**config.mk**
```make
export PLATFORM = sky130hd
export DESIGN_NAME = operand_pair_sequencer
export DESIGN_NICKNAME = d
export VERILOG_FILES = /design/src/rtl/operand_pair_sequencer_pkg.sv /design/src/rtl/operand_pair_sequencer_slot_mux.sv /design/src/rtl/operand_pair_sequencer.sv
export SDC_FILE = /design/constraint.sdc
export NUM_CORES = 1
export LEC_CHECK = 0
export CAP_MARGIN = 20
export CORE_ASPECT_RATIO = 1.2
export CORE_MARGIN = 1.5
export CORE_UTILIZATION = 40
export CTS_CLUSTER_SIZE = 30
export DETAILED_ROUTE_END_ITERATION = 8
export GPL_ROUTABILITY_DRIVEN = 0
export PLACE_DENSITY = 0.66
export SLEW_MARGIN = 20
export SYNTH_ARGS = -nofsm -noshare
export SYNTH_HDL_FRONTEND = slang
export SYNTH_SLANG_ARGS = --single-unit
```
**constraint.sdc**
```tcl
create_clock -name clock -period 4.2 [get_ports clock]
set_input_delay 0.84 -clock clock [delete_from_list [all_inputs] [get_ports clock]]
set_output_delay 0.84 -clock clock [all_outputs]
set_load 0.02 [all_outputs]
```
**src/rtl/operand_pair_sequencer_pkg.sv**
```systemverilog
// Shared constants, match-word layout and FSM state for the operand pair sequencer.
package operand_pair_sequencer_pkg;

  localparam int BITMASK_LENGTH = 8;
  localparam int INDEX_BITWIDTH = 3;
  localparam int COUNT_BITWIDTH = 4;
  localparam int IDX_FIELD_W    = BITMASK_LENGTH * INDEX_BITWIDTH;

  localparam int ACT_IDX_LSB = 0;
  localparam int WT_IDX_LSB  = 24;
  localparam int COUNT_LSB   = 48;

  typedef enum logic {
    IDLE  = 1'b0,
    ISSUE = 1'b1
  } state_t;

  // Pull packed index number 'slot' out of a 24-bit index field.
  function automatic logic [INDEX_BITWIDTH-1:0] get_idx(
    input logic [IDX_FIELD_W-1:0]    field,
    input logic [INDEX_BITWIDTH-1:0] slot
  );
    return field[INDEX_BITWIDTH*slot +: INDEX_BITWIDTH];
  endfunction

endpackage

```
**src/rtl/operand_pair_sequencer_slot_mux.sv**
```systemverilog
// Combinational select of one value out of a packed compressed-value vector.
// Zero latency, no flow control.
module operand_slot_mux
  import operand_pair_sequencer_pkg::*;
#(
  parameter int VALUE_WIDTH = 8
) (
  input  logic [BITMASK_LENGTH*VALUE_WIDTH-1:0] values,
  input  logic [INDEX_BITWIDTH-1:0]             sel,
  output logic [VALUE_WIDTH-1:0]                value
);

  assign value = values[VALUE_WIDTH*sel +: VALUE_WIDTH];

endmodule

```
**src/rtl/operand_pair_sequencer.sv**
```systemverilog
// Serialises matched operand pairs to the MAC, one per cycle; first beat one cycle after capture,
// outputs hold under out_ready=0. Optional counters under OPERAND_PAIR_SEQUENCER_STATS_EN.
module operand_pair_sequencer
  import operand_pair_sequencer_pkg::*;
#(
  parameter int VALUE_WIDTH = 8
) (
  input  logic                                  clock,
  input  logic                                  reset,
  input  logic                                  in_valid,
  output logic                                  in_ready,
  input  logic [63:0]                           in_match,
  input  logic [BITMASK_LENGTH*VALUE_WIDTH-1:0] in_act_values,
  input  logic [BITMASK_LENGTH*VALUE_WIDTH-1:0] in_wt_values,
  output logic                                  out_valid,
  input  logic                                  out_ready,
  output logic [VALUE_WIDTH-1:0]                out_act,
  output logic [VALUE_WIDTH-1:0]                out_wt,
  output logic                                  out_pair_valid,
  output logic                                  out_last,
`ifdef OPERAND_PAIR_SEQUENCER_STATS_EN
  output logic [31:0]                           stat_pairs,
  output logic [31:0]                           stat_stall_cycles,
`endif
  output logic                                  err_count_overflow
);

  localparam int VEC_W = BITMASK_LENGTH * VALUE_WIDTH;
  localparam logic [COUNT_BITWIDTH-1:0] MAX_COUNT = COUNT_BITWIDTH'(BITMASK_LENGTH);

  state_t                    state;
  logic [IDX_FIELD_W-1:0]    act_idx_q;
  logic [IDX_FIELD_W-1:0]    wt_idx_q;
  logic [COUNT_BITWIDTH-1:0] count_q;
  logic [COUNT_BITWIDTH-1:0] p_q;
  logic [VEC_W-1:0]          act_vals_q;
  logic [VEC_W-1:0]          wt_vals_q;

  logic [COUNT_BITWIDTH-1:0] raw_count;
  logic [COUNT_BITWIDTH-1:0] clamped_count;
  logic                      overflow_in;
  logic                      beat_done;
  logic                      block_done;
  logic                      load;
  logic [COUNT_BITWIDTH-1:0] p_nxt;
  logic [VEC_W-1:0]          act_src;
  logic [VEC_W-1:0]          wt_src;
  logic [INDEX_BITWIDTH-1:0] act_sel;
  logic [INDEX_BITWIDTH-1:0] wt_sel;
  logic [VALUE_WIDTH-1:0]    act_mux;
  logic [VALUE_WIDTH-1:0]    wt_mux;
  logic                      unused_match_hi;

  assign unused_match_hi = ^in_match[63:52];

  assign raw_count     = in_match[COUNT_LSB +: COUNT_BITWIDTH];
  assign overflow_in   = raw_count > MAX_COUNT;
  assign clamped_count = overflow_in ? MAX_COUNT : raw_count;

  assign beat_done  = out_valid & out_ready;
  assign block_done = beat_done & out_last;
  assign in_ready   = ~reset & ((state == IDLE) | block_done);
  assign load       = in_valid & in_ready;
  assign p_nxt      = p_q + COUNT_BITWIDTH'(1);

  // On capture the first pair comes straight from the incoming word so beat 0 is ready next cycle.
  assign act_src = load ? in_act_values : act_vals_q;
  assign wt_src  = load ? in_wt_values  : wt_vals_q;
  assign act_sel = load ? get_idx(in_match[ACT_IDX_LSB +: IDX_FIELD_W], '0)
                        : get_idx(act_idx_q, p_nxt[INDEX_BITWIDTH-1:0]);
  assign wt_sel  = load ? get_idx(in_match[WT_IDX_LSB +: IDX_FIELD_W], '0)
                        : get_idx(wt_idx_q, p_nxt[INDEX_BITWIDTH-1:0]);

  operand_slot_mux #(.VALUE_WIDTH(VALUE_WIDTH)) u_act_mux (
    .values (act_src),
    .sel    (act_sel),
    .value  (act_mux)
  );

  operand_slot_mux #(.VALUE_WIDTH(VALUE_WIDTH)) u_wt_mux (
    .values (wt_src),
    .sel    (wt_sel),
    .value  (wt_mux)
  );

  always_ff @(posedge clock) begin
    if (reset) begin
      state              <= IDLE;
      act_idx_q          <= '0;
      wt_idx_q           <= '0;
      count_q            <= '0;
      p_q                <= '0;
      act_vals_q         <= '0;
      wt_vals_q          <= '0;
      out_valid          <= 1'b0;
      out_pair_valid     <= 1'b0;
      out_last           <= 1'b0;
      out_act            <= '0;
      out_wt             <= '0;
      err_count_overflow <= 1'b0;
    end else if (load) begin
      state          <= ISSUE;
      act_idx_q      <= in_match[ACT_IDX_LSB +: IDX_FIELD_W];
      wt_idx_q       <= in_match[WT_IDX_LSB +: IDX_FIELD_W];
      count_q        <= clamped_count;
      p_q            <= '0;
      act_vals_q     <= in_act_values;
      wt_vals_q      <= in_wt_values;
      out_valid      <= 1'b1;
      // An empty block still emits one marker beat with zero operands.
      out_pair_valid <= clamped_count != '0;
      out_last       <= clamped_count <= COUNT_BITWIDTH'(1);
      out_act        <= (clamped_count != '0) ? act_mux : '0;
      out_wt         <= (clamped_count != '0) ? wt_mux  : '0;
      if (overflow_in) err_count_overflow <= 1'b1;
    end else if (beat_done && !out_last) begin
      p_q            <= p_nxt;
      out_pair_valid <= 1'b1;
      out_last       <= p_nxt == (count_q - COUNT_BITWIDTH'(1));
      out_act        <= act_mux;
      out_wt         <= wt_mux;
    end else if (block_done) begin
      state          <= IDLE;
      out_valid      <= 1'b0;
      out_pair_valid <= 1'b0;
      out_last       <= 1'b0;
      out_act        <= '0;
      out_wt         <= '0;
    end
  end

`ifdef OPERAND_PAIR_SEQUENCER_STATS_EN
  always_ff @(posedge clock) begin
    if (reset) begin
      stat_pairs        <= '0;
      stat_stall_cycles <= '0;
    end else begin
      if (beat_done && out_pair_valid && (stat_pairs != '1))
        stat_pairs <= stat_pairs + 32'd1;
      if (out_valid && !out_ready && (stat_stall_cycles != '1))
        stat_stall_cycles <= stat_stall_cycles + 32'd1;
    end
  end
`endif

endmodule

```
==> flow_summary.json <==
{
  "status": "completed",
  "worstSetupEndpointType": "register",
  "p_per_area_nw_per_um2": 396.7,
  "worstSetupPathType": "register to register",
  "critPathMaxStageDelay_ns": 0.71,
  "port_buffers": 204,
  "worst-path-max-fanout": 12,
  "top_layer_used": "met4",
  "r2r_slack_ns": 0.78,
  "routed_wirelength_um": 26860,
  "fin_crit_ns": 3.417,
  "drc": 0,
  "cts_tree": "yes",
  "ys_ff_latch": 204,
  "cts_buffer_depth": 3,
  "timing.final.hold_violations": 0,
  "ys_top_cells_by_count": "nand2_1 (269), dfxtp_1 (204), a21oi_1 (145)",
  "wl_met1_um": 11460,
  "timing.final.ws_setup_ns": 0.7833,
  "async_flop_share_pct": 0,
  "fmax_mhz": 292.7,
  "hold_end": "wt_idx_q[2]$_SDFFE_PP0N_",
  "avgSynthCellArea_um2": 8.034,
  "cts_made_buffers": 23,
  "seq_area_frac_synth_pct": 43.60,
  "yosysTopAreaCellShare_pct": 43.60,
  "clk_pin_slew_ns": 0.06,
  "synth.distinct_cells": 44,
  "max_slew_margin_pct": 43.29,
  "antenna_found_initial": 1,
  "dieWidth_um": 142.7,
  "wl_met2_um": 13150,
  "ant_nets": 0,
  "cts.sinks": 204,
  "drive_gt1_share_pct": 6.476,
  "synth_edf_count": 0,
  "fin_crit_sh_pct": 81.35,
  "cts_resized": 0,
  "setup_violations": 0,
  "leakage_nw": 4.399,
  "dp_slack_ns": 0.5860,
  "antenna_cells": 0,
  "whs_path_depth": 2,
  "maxCapViolations": 0,
  "synth_most_common_cell": "nand2_1",
  "dieArea_um2": 24350,
  "vias_per_cell": 5.295,
  "grt_pass1_vias": 8155,
  "grt_max_degree": 189,
  "drv_slew": 0,
  "r2r-end": "out_act[5]$_SDFFE_PP0P_",
  "crit_family": "multiplexers",
  "crit_chain": "ha_1, mux4_2, mux2_2, or2_1, and2_1, a211oi_1, a21oi_1, o31ai_1",
  "timing.rr.start": "p_q[0]$_SDFFE_PP0P_",
  "critPathLaunchType": "register",
  "yosys-top-cells-area": "dfxtp_1 (44%), nand2_1 (11%), mux2i_1 (7.9%)",
  "postCtsSetupRepairBufs": 0,
  "fin_util_pct": 53.37,
  "worstHoldPathType": "register to register",
  "cp.required_ns": 4.62,
  "worstMarginPinSlew_ns": 0.8507,
  "drtIter0Drc": 543,
  "holdBufCountCts": 0,
  "rsz0062_at_grt": "false",
  "min_from": "wt_idx_q[2]$_SDFFE_PP0N_",
  "htreeDepth": 1,
  "ios": 217,
  "grt-ovfl-total": 0,
  "firstDrtPassIters": 6,
  "arrival_ns": 3.84,
  "slowest_stage": "ha_1",
  "start_util_pct": 40.64,
  "gr-usage-all-layers_pct": 21.52,
  "layout.nets": 1515,
  "met3_wirelength_um": 1800,
  "synth_ff_type": "dfxtp_1",
  "ys_warn_count": 0,
  "row_count": 61,
  "clkLatencyLatePin_ns": 0.50,
  "mappedNetlistArea_um2": 9368,
  "fin_skew_ns": 0.01577,
  "clockRootBuffer": "clkbuf_16",
  "mappedNetlistNets": 1364,
  "grt_pass1_wl_um": 42020,
  "synthCells": 1166,
  "r2r_cells": 8,
  "wl_per_cell_um": 16.35,
  "dp_hpwl_um": 18110,
  "synthToLayoutAreaGrowth_pct": 31.31,
  "max-vdd-ir-drop_v": 0.0003010,
  "finalSetupTns_ns": 0,
  "core_area_um2": 23050,
  "vias": 8699,
  "synth_top_cell_by_area": "dfxtp_1",
  "critical_path_buf_inv_count": 0,
  "die_y_um": 170.6
}
==> flip-flops by register name (all words and copies together), names as in the netlist, 4 cells and up <==
name	cells
wt_vals_q	64
act_vals_q	64
count_q	4
p_q	4
wt_idx_q	24
out_wt	8
out_act	8
act_idx_q	24
==> metal layers <==
metal | up-vias | track usage [%]
li1 | 4367 | -
met1 | 4073 | 27.65
met2 | 229 | 37.27
met3 | 30 | 3.778
met4 | 0 | 5.289
met5 | - | 0
==> report_power, final <==
| part | switching [mW] | internal [mW] |
|---|---|---|
| combinational | 0.491 | 0.431 |
| sequential | 0.0560 | 2.05 |
| clock | 0.768 | 1.08 |
| total | 1.32 | 3.56 |
==> cells in the final DEF (no fill, tap or decap), types with 3 or more instances in the layout <==
master	count
buf_4	17
a21oi_1	145
a211oi_1	4
inv_1	3
buf_12	5
mux2_2	19
clkinv_2	4
clkdlybuf4s50_1	202
o221ai_1	27
dfxtp_1	204
a221o_1	4
o31ai_1	8
or3_1	3
clkbuf_16	23
xnor2_1	5
nand3b_1	3
clkbuf_1	4
nor2_1	52
o21ai_1	8
nand2_1	268
nor3_1	13
o22ai_1	51
o21ai_0	58
clkbuf_8	5
xor2_1	6
nand3_1	26
nand2b_1	50
mux2i_1	74
a31oi_1	3
==> cells by family (layout without fill, tap and decap cells) <==
| kind of cell | after synthesis | after routing | share of synthesized area [%] |
|---|---|---|---|
| buf+inv | 102 | 264 | 4.555 |
| simple gates | 429 | 429 | 19.59 |
| mux | 95 | 95 | 10.67 |
| flops | 204 | 204 | 43.60 |
| xor+xnor | 11 | 11 | 1.028 |
| fa+ha+maj | 2 | 2 | 0.2671 |
| compound gates | 323 | 323 | 20.29 |
==> worst max path at each step <==
stage	from	to	slack [ns]	cells past startpoint
floorplan	reset	act_vals_q[0]$_SDFF_PP0_	1.49	10
global placement	in_valid	out_act[0]$_SDFFE_PP0P_	0.60	8
detailed placement	in_valid	out_act[3]$_SDFFE_PP0P_	0.59	8
CTS	p_q[1]$_SDFFE_PP0P_	out_act[6]$_SDFFE_PP0P_	0.80	9
global route	p_q[0]$_SDFFE_PP0P_	out_act[5]$_SDFFE_PP0P_	0.68	8
finish	p_q[0]$_SDFFE_PP0P_	out_act[5]$_SDFFE_PP0P_	0.78	8
==> per-stage QoR <==
stage	area (um^2)	hold slack, ns	std cells	power, mW
floorplan	9368	0.4188	1166	2.659
global placement	11620	0.4291	1607	3.064
detailed placement	11620	0.4326	1607	3.073
CTS	12300	0.4421	1643	4.930
global route	12300	0.4594	1643	5.104
finish	12300	0.4489	1643	4.879
==> tightest hold or removal path, stage by stage (launching register included) <==
cell	delay [ns]
dfxtp_1	0.30
nand2_1	0.06
nand2_1	0.05
==> final cells by class <==
class                           count  area, um^2
Tap cell                          315       394.1
Inverter                            3       11.26
Sequential cell                   204        4084
Clock buffer                       32       659.4
Fill cell                        2223       10750
Clock inverter                      4       20.02
Multi-Input combinational cell    860        4877
Timing Repair Buffer              225        2255
Power figures use the tool's default switching activity.
